==> config.mk <==
export PLATFORM = sky130hd
export DESIGN_NAME = accumulator_ctrl_flat
export DESIGN_NICKNAME = d
export VERILOG_FILES = /design/src/rtl/accumulator_ctrl_pkg.sv /design/src/rtl/accumulator_ctrl_if.sv /design/src/rtl/accumulator_ctrl_adder.sv /design/src/rtl/accumulator_ctrl.sv /design/src/flat_wrapper.sv
export SDC_FILE = /design/constraint.sdc
export NUM_CORES = 1
export LEC_CHECK = 0
export CORE_ASPECT_RATIO = 0.8
export CORE_UTILIZATION = 45
export DETAILED_ROUTE_END_ITERATION = 8
export GPL_ROUTABILITY_DRIVEN = 0
export MAX_ROUTING_LAYER = met4
export PLACE_DENSITY = 0.76
export SLEW_MARGIN = 40
export SYNTH_ARGS = -nofsm -noshare
export SYNTH_HDL_FRONTEND = slang
export SYNTH_SLANG_ARGS = --single-unit
==> constraint.sdc <==
create_clock -name clk -period 4.5 [get_ports clk]
set_clock_uncertainty 0.2 [all_clocks]
set_input_delay 1.35 -clock clk [delete_from_list [all_inputs] [get_ports clk]]
set_output_delay 1.35 -clock clk [all_outputs]
set_load 0.05 [all_outputs]
==> src/rtl/accumulator_ctrl_pkg.sv <==
// rtl/accumulator_ctrl_pkg.sv - shared widths and FSM encoding for the accumulator controller
package accumulator_ctrl_pkg;

  localparam int OPERAND_W = 8;
  localparam int ACC_W     = 16;
  localparam int COUNT_W   = 8;

  typedef enum logic [1:0] {
    ST_IDLE  = 2'd0,
    ST_ACCUM = 2'd1,
    ST_DONE  = 2'd2
  } state_t;

endpackage

==> src/rtl/accumulator_ctrl_if.sv <==
// rtl/accumulator_ctrl_if.sv - operand stream and result handshake bundle
interface accumulator_ctrl_if;
  import accumulator_ctrl_pkg::*;

  logic                 in_valid;
  logic [OPERAND_W-1:0] in_data;
  logic                 in_ready;
  logic                 out_valid;
  logic [ACC_W-1:0]     out_data;
  logic                 out_overflow;
  logic                 out_ready;

  modport master (
    output in_valid, in_data, out_ready,
    input  in_ready, out_valid, out_data, out_overflow
  );

  modport slave (
    input  in_valid, in_data, out_ready,
    output in_ready, out_valid, out_data, out_overflow
  );

endinterface

==> src/rtl/accumulator_ctrl_adder.sv <==
// rtl/accumulator_ctrl_adder.sv - combinational 8+16-bit adder, result mod 2^16
module Adder
  import accumulator_ctrl_pkg::*;
(
  input  logic [OPERAND_W-1:0] new_operand,
  input  logic [ACC_W-1:0]     current_value,
  output logic [ACC_W-1:0]     output_value
);

  assign output_value = {{(ACC_W-OPERAND_W){1'b0}}, new_operand} + current_value;

endmodule

==> src/rtl/accumulator_ctrl.sv <==
// rtl/accumulator_ctrl.sv - sequences a counted operand job through the adder into a 16-bit total
module accumulator_ctrl
  import accumulator_ctrl_pkg::*;
(
  input  logic                clk,
  input  logic                rst,
  input  logic                start,
  input  logic [ACC_W-1:0]    init_value,
  input  logic [COUNT_W-1:0]  op_count,
  input  logic                abort,
  output logic                busy,
  accumulator_ctrl_if.slave   bus
);

  state_t               state, state_nxt;
  logic [ACC_W-1:0]     acc, acc_nxt;
  logic                 ovf, ovf_nxt;
  logic [COUNT_W-1:0]   remaining, remaining_nxt;
  logic [ACC_W-1:0]     sum;

  Adder u_adder (
    .new_operand   (bus.in_data),
    .current_value (acc),
    .output_value  (sum)
  );

  always_ff @(posedge clk or posedge rst) begin
    if (rst) begin
      state     <= ST_IDLE;
      acc       <= '0;
      ovf       <= 1'b0;
      remaining <= '0;
    end else begin
      state     <= state_nxt;
      acc       <= acc_nxt;
      ovf       <= ovf_nxt;
      remaining <= remaining_nxt;
    end
  end

  always_comb begin
    state_nxt     = state;
    acc_nxt       = acc;
    ovf_nxt       = ovf;
    remaining_nxt = remaining;
    if (abort) begin
      state_nxt     = ST_IDLE;
      acc_nxt       = '0;
      ovf_nxt       = 1'b0;
      remaining_nxt = '0;
    end else begin
      case (state)
        ST_IDLE: begin
          if (start) begin
            acc_nxt       = init_value;
            ovf_nxt       = 1'b0;
            remaining_nxt = op_count;
            state_nxt     = (op_count == '0) ? ST_DONE : ST_ACCUM;
          end
        end
        ST_ACCUM: begin
          if (bus.in_valid) begin
            acc_nxt       = sum;
            // the adder has no carry out; a smaller result means it wrapped
            ovf_nxt       = ovf | (sum < acc);
            remaining_nxt = remaining - 1'b1;
            if (remaining == COUNT_W'(1)) state_nxt = ST_DONE;
          end
        end
        ST_DONE: begin
          if (bus.out_ready) state_nxt = ST_IDLE;
        end
        default: state_nxt = ST_IDLE;
      endcase
    end
  end

  assign bus.in_ready     = (state == ST_ACCUM);
  assign bus.out_valid    = (state == ST_DONE);
  assign bus.out_data     = (state == ST_DONE) ? acc : '0;
  assign bus.out_overflow = (state == ST_DONE) ? ovf : 1'b0;
  assign busy             = (state == ST_ACCUM) || (state == ST_DONE);

endmodule

==> src/flat_wrapper.sv <==
// flat-port wrapper written by rule: the top's interface ports become plain ports
module accumulator_ctrl_flat import accumulator_ctrl_pkg::*;
  (clk, rst, start, init_value, op_count, abort, busy, bus_in_valid, bus_in_data, bus_out_ready, bus_in_ready, bus_out_valid, bus_out_data, bus_out_overflow);
  accumulator_ctrl_if bus_i ();
  input  logic clk;
  input  logic rst;
  input  logic start;
  input  logic [ACC_W-1:0] init_value;
  input  logic [COUNT_W-1:0] op_count;
  input  logic abort;
  output logic busy;
  input wire logic [$bits(bus_i.in_valid)-1:0] bus_in_valid;
  input wire logic [$bits(bus_i.in_data)-1:0] bus_in_data;
  input wire logic [$bits(bus_i.out_ready)-1:0] bus_out_ready;
  output wire logic [$bits(bus_i.in_ready)-1:0] bus_in_ready;
  output wire logic [$bits(bus_i.out_valid)-1:0] bus_out_valid;
  output wire logic [$bits(bus_i.out_data)-1:0] bus_out_data;
  output wire logic [$bits(bus_i.out_overflow)-1:0] bus_out_overflow;
  assign bus_i.in_valid = bus_in_valid;
  assign bus_i.in_data = bus_in_data;
  assign bus_i.out_ready = bus_out_ready;
  assign bus_in_ready = bus_i.in_ready;
  assign bus_out_valid = bus_i.out_valid;
  assign bus_out_data = bus_i.out_data;
  assign bus_out_overflow = bus_i.out_overflow;
  accumulator_ctrl u_core (.clk(clk), .rst(rst), .start(start), .init_value(init_value), .op_count(op_count), .abort(abort), .busy(busy), .bus(bus_i));
endmodule
# Word-level counts from Yosys, hierarchy flattened
# Index checks and enable logic that the tools add are counted.
[word_totals]
register_bits = 27
in_bits = 38
output_inout_bits = 20
elab_cells = 42
[classes]
addsub = 2
magnitude_cmp = 1
eq_ne = 7
n_mux = 21
bitwise_logic = 1
n_reduce_logical = 6
[op_table]
columns = ["cell", "n"]
rows = [
  ["16-bit two-way mux", 4],
  ["16-bit case mux with 2 select lines", 1],
  ["8-bit two-way mux", 3],
  ["8-bit by 16-bit adder with 16-bit output", 1],
  ["16-bit less-than comparator", 1],
  ["8-bit case mux with 2 select lines", 1],
  ["2-bit two-way mux", 6],
  ["3-bit != test (second input constant)", 3],
  ["8-bit by 1-bit == test with 1-bit output (second input constant)", 1],
  ["8-bit logical NOT", 1],
  ["8-bit by 1-bit subtractor with 8-bit output (second input constant)", 1],
  ["2-bit case mux with 3 select lines", 1],
  ["1-bit two-way mux", 4],
  ["4-bit AND reduction", 1],
  ["3-bit by 2-bit != test with 1-bit output (second input constant)", 1],
  ["3-bit AND reduction", 1],
  ["3-bit nonzero test", 1],
  ["2-bit by 1-bit == test with 1-bit output (second input constant)", 1],
  ["2-bit == test (second input constant)", 1],
  ["2-bit logical NOT", 1],
  ["1-bit case mux with 2 select lines", 1],
  ["1-bit logical OR", 1],
  ["1-bit bitwise OR", 1],
]

# Longest topological paths before layout
[depth]
word_depth = 6
ltp_mapped = 16
depth_no_buf = 16

# Modules after synthesis
# A second synthesis with hierarchy kept.
[hier_totals]
hier_cells = 302
area_unflattened_um2 = 2595.0
[by_module_without_submodules]
columns = ["mod", "n_inst", "cells_each", "area_each_um2", "seq_area_each_um2"]
rows = [
  ["accumulator_ctrl", 1, 238, 2058.2, 675.6],
  ["Adder", 1, 64, 536.8, 0.0],
]

# Worst setup path after synthesis
# Ideal clock, no wire load.
[synth_path]
kind = "input-to-reg"
from = "in bus_in_data[0]"
to = "reg u_core.ovf"
setup_ns = 0.130
arrival_time_ns = 3.903
t_required_ns = 4.170
slack_ns = 0.267
stages = 15
path_buffers = 0
cell_sequence = "ha_1 -> inv_1 -> fa_1 -> nor2b_1 -> o21ai_0 -> a21boi_0 -> o21ba_2 -> o21ai_1 -> a211oi_1 -> ha_1 -> nand2b_1 -> a311oi_1 -> a211oi_1 -> o211ai_1 -> a31oi_1"
[synth_via]
elab_chain_len = 6
[synth_rtl]
columns = ["element", "line", "source"]
rows = [
  ["start: declaration", "flat_wrapper.sv:13", "input wire logic [$bits(bus_i.in_data)-1:0] bus_in_data;"],
  ["8-bit by 16-bit adder with 16-bit output", "accumulator_ctrl_adder.sv:10", "assign output_value = {{(ACC_W-OPERAND_W){1'b0}}, new_operand} + current_value;"],
  ["16-bit less-than comparator", "accumulator_ctrl.sv:65", "ovf_nxt = ovf | (sum < acc);"],
  ["1-bit bitwise OR", "accumulator_ctrl.sv:65", ""],
  ["1-bit two-way mux", "accumulator_ctrl.sv:62", "if (bus.in_valid) begin"],
  ["1-bit case mux with 2 select lines", "accumulator_ctrl.sv:52", "case (state)"],
  ["1-bit two-way mux", "accumulator_ctrl.sv:46", "if (abort) begin"],
  ["end signal: assignment", "accumulator_ctrl.sv:36", "ovf <= ovf_nxt;"],
  ["end: declaration", "accumulator_ctrl.sv:17", "logic ovf, ovf_nxt;"],
]
# Every way passes these cells. The select of a mux whose other input is x is not followed.
# A chain may end at the register's enable or synchronous reset.

# Worst setup path after layout
[layout_path]
from = "in bus_in_data[1]"
to = "reg u_core.ovf"
# The elaborated chain is that of the path after synthesis.

==> results.rst <==
.. list-table::
   :header-rows: 1

   * - Metric
     - Value
   * - Run status
     - complete, but fails checks
   * - Failing checks
     - DRC
   * - Largest net degree at the start of global routing
     - 40
   * - Post-Synthesis Net Count
     - between 300 and 400
   * - TritonCTS clock tree
     - done
   * - Number of flops mapped to enable cells by yosys
     - 0
   * - Layout fillers
     - 458
   * - Detailed-route via count
     - 2,445
   * - Post-route fraction of the period consumed by the critical path
     - 0.972
   * - Fraction of the mapped netlist area in adder cells
     - 0.126
   * - Number of distinct library cells after synthesis
     - around 50
   * - Vertical die dimension
     - a little under 70 µm
   * - Number of max-cap violations
     - 0
   * - Top achievable clock speed
     - approximately 230 MHz
   * - Initial Utilization
     - 0.476
   * - Hpwl dp
     - between 4000 and 5000 µm
   * - Power density normalized to cell area
     - roughly 630 nW/µm²
   * - Total leakage power
     - between 1 and 1.5 nW
   * - All-Layer GR Usage
     - 0.250
   * - Final hold violations
     - 0
   * - Synthesized flop and latch total
     - 27
   * - Launching element type of the critical path
     - input pin
   * - Die Outline Area
     - between 5000 and 6000 µm²
   * - Post-synthesis share of cell area spent on xor and xnor gates
     - 0.0252
   * - Growth of design area from synthesis to finish
     - 34.0%
   * - Minimum clock period
     - about 4.4 ns
   * - Area of the core
     - 5120 µm²
   * - Cell Count, Final, Fillers Out
     - approximately 430
   * - Vias in the first global route
     - 2,431
   * - Boundary Pins
     - 58
   * - Post-Synthesis Mean Instance Area
     - around 8.1 µm²
   * - Max clock buf depth
     - 2
   * - Mean number of vias per cell
     - around 5.7
   * - Source-to-sink clock delay at the later pin of the worst-skew pair
     - about 0.28 ns
   * - Worst relative slew slack
     - 0.547
   * - Simple-gate area share of the yosys netlist
     - 0.202
   * - Setup CP Type
     - input pin to flip-flop
   * - Worst-case setup slack after placement
     - -0.457 ns
   * - Total Nets Final
     - 430
   * - Cell Count Post-Placement
     - 422
   * - Clock sinks
     - 27
   * - Min-Delay Path Class
     - flip-flop to flip-flop
   * - First-pass GRT wire length
     - roughly 11,000 µm
   * - # DRC
     - 10
   * - Post-detailed-routing wire length
     - roughly 6500 µm
   * - Drt first pass iters
     - 6
   * - Setup crit end kind
     - flip-flop
   * - Input/output buffers
     - between 50 and 60
   * - Endpoint arrival time on the critical path
     - 4.34 ns
   * - Fraction of layout cells with a size suffix above 1
     - 0.117
   * - Antenna Nets Post-Route
     - 0
   * - Main combinational cell family by area after synthesis
     - compound AO/OA/AOI/OAI gates
   * - H-Tree Level Count
     - 1
   * - Standard-cell row count
     - 23
   * - Least-Margin Pin Slew
     - around 0.68 ns
   * - Maximum fanout along the worst path
     - 2
   * - Total congestion overflow after global routing
     - 0
   * - Finished layout cell area
     - 3260 µm²
   * - Post-synthesis cell area
     - 2440 µm²
   * - Count of mapped cells out of synthesis
     - between 300 and 400
   * - Sequential element share of the synthesized area
     - 0.277
   * - Number of max-slew violations in the final report
     - 0
   * - Final critical-path setup slack
     - ~0.13 ns
   * - Share of flip-flops with an asynchronous set or reset
     - 1.00
   * - Detailed-route wire length per cell
     - 15.2 µm
   * - Number of antenna violations at the first check in global routing
     - 0
   * - Depth of the most critical reg-to-reg path
     - 17
   * - Cell chosen for the clock root
     - sky130_fd_sc_hd__clkbuf_8
   * - Setup-failing EPs final
     - 0
   * - Number of buffers inserted by hold repair at cts
     - 0
   * - Num CTS Buffers
     - 3
   * - Share of synthesized area spent on multiplexers
     - 0.0503
   * - Sequential cell area
     - around 680 µm²
   * - Hold depth
     - 2
   * - Primary flip-flop cell chosen by synthesis mapping
     - sky130_fd_sc_hd__dfrtp_1
   * - Count of antenna diodes in the layout
     - 0
   * - Area occupied by multi-input gates
     - approximately 1700 µm²
   * - Synthesized-area fraction occupied by ao, oa, aoi and oai cells
     - 0.251
   * - Initial detailed-routing violation count
     - 192
   * - Yosys warning total
     - 0
   * - Width of the die
     - 84.3 µm
   * - Max rail drop VDD
     - 0.000501 V
   * - Critical Path RT
     - 4.47 ns
   * - Post-Place Cell Area
     - roughly 3100 µm²
   * - Clock input transition at the sequential cells of the worst setup and hold paths
     - ~0.1 ns
[flip-flops by register name, summed over array words and instances, names as in the netlist]
register          flops
u_core.acc           16
u_core.ovf            1
u_core.remaining      8
u_core.state          2
[metrics by stage]
stage	TNS [ns]	hold slack, ns	util	total power [mW]
6_report	0	0.337	0.637	2.07
5_1_grt	-0.0605	0.383	0.637	2.26
4_1_cts	0	0.333	0.624	1.97
3_5_place_dp	-0.685	0.307	0.613	1.81
3_3_place_gp	-0.573	0.299	0.613	1.77
2_1_floorplan	0	0.266	-	1.42
[area by class of cell]
class                      count  share of cell area
sequential                    27               0.207
multi-input combinational    236               0.507
clock buffer                   4              0.0138
tap                           62              0.0238
inverter                      26              0.0299
timing repair buffer          74               0.218
[power by group]
group	internal, mW	switching, mW	leakage (nW)
Combinational	0.635	0.821	1.03
Sequential	0.344	0.125	0.351
Clock	0.0637	0.0814	0.0228
[cell families (layout without fill, tap and decap cells)]
kind of cell	count (synthesis)	after routing
AOI/OAI and AO/OA	98	98
and+or+nand+nor	95	95
buffers and inverters	38	104
DFF	27	27
adders and majority gates	24	24
muxes	12	12
xor gates and xnor gates	7	7
[path summary, 6_finish.rpt]
path | from | to | slack, ns
max | bus_in_data[1] | u_core.ovf | 0.13
min | u_core.remaining[5] | u_core.remaining[5] | 0.34
max reg2reg | u_core.acc[0] | u_core.ovf | 1.14
min reg2reg | u_core.remaining[5] | u_core.remaining[5] | 0.34
max in group asynchronous | rst | u_core.acc[15] | 2.59
min in group asynchronous | rst | u_core.acc[0] | 1.23
[layout by cell type (no fill, tap or decap), types with 6 or more instances in the layout]
cell,n
sky130_fd_sc_hd__clkdlybuf4s50_1,56
sky130_fd_sc_hd__o21ai_0,29
sky130_fd_sc_hd__nand2_1,28
sky130_fd_sc_hd__dfrtp_1,27
sky130_fd_sc_hd__inv_1,26
sky130_fd_sc_hd__a21oi_1,21
sky130_fd_sc_hd__ha_1,21
sky130_fd_sc_hd__nor2_1,18
sky130_fd_sc_hd__and2_1,16
sky130_fd_sc_hd__buf_4,16
sky130_fd_sc_hd__mux2i_1,10
sky130_fd_sc_hd__o31ai_1,8
sky130_fd_sc_hd__xnor2_1,6
[critical path: stages]
cell                              delay [ns]
sky130_fd_sc_hd__clkdlybuf4s50_1        0.48
sky130_fd_sc_hd__inv_1                  0.07
sky130_fd_sc_hd__fa_2                   0.39
sky130_fd_sc_hd__nor2b_1                0.12
sky130_fd_sc_hd__o21ai_1                0.09
sky130_fd_sc_hd__a21boi_1               0.21
sky130_fd_sc_hd__buf_4                  0.14
sky130_fd_sc_hd__buf_4                  0.09
sky130_fd_sc_hd__o21ai_0                0.08
sky130_fd_sc_hd__a21oi_1                0.25
sky130_fd_sc_hd__ha_2                   0.23
sky130_fd_sc_hd__o21ai_2                0.07
sky130_fd_sc_hd__a21oi_2                0.15
sky130_fd_sc_hd__o22ai_2                0.09
sky130_fd_sc_hd__mux2_4                 0.26
sky130_fd_sc_hd__o211ai_1               0.17
sky130_fd_sc_hd__a31oi_1                0.10
[layer usage]
layer	GRT usage	part of all wire	up-vias
li1	-	-	1208
met1	0.309	0.47	1147
met4	0.0819	0.010	0
met2	0.427	0.46	80
met5	-	0	-
met3	0.0410	0.059	10
[synthesized netlist by cell type (all sizes together), types with 2 or more instances]
cell type | number | area (µm²)
and2 | 18 | 115
or4 | 3 | 22.5
nor3b | 4 | 30.0
nor4 | 2 | 12.5
o31ai | 8 | 60.1
o22ai | 5 | 31.3
xnor2 | 6 | 52.6
nand2 | 28 | 105
nand3 | 3 | 15.0
a211o | 2 | 17.5
nand2b | 6 | 37.5
o31a | 2 | 17.5
buf | 3 | 22.5
dfrtp | 27 | 676
ha | 23 | 288
nor2 | 18 | 67.6
or2 | 2 | 12.5
a211oi | 8 | 65.1
nor3 | 3 | 15.0
a21oi | 22 | 110
mux2i | 10 | 100
clkbuf | 9 | 43.8
inv | 26 | 97.6
o21ai | 32 | 160
a21o | 3 | 22.5
o211ai | 4 | 30.0
mux2 | 2 | 22.5
a31oi | 3 | 18.8
and3 | 4 | 25.0
[repair_timing]
action | 4_1_cts | 5_1_grt
setup endpoints to repair | 1 | 2
buffers inserted | 1 | 2
gates resized for setup | 1 | 15
pin swaps | 2 | 13
(Power assumes the default switching activity.)
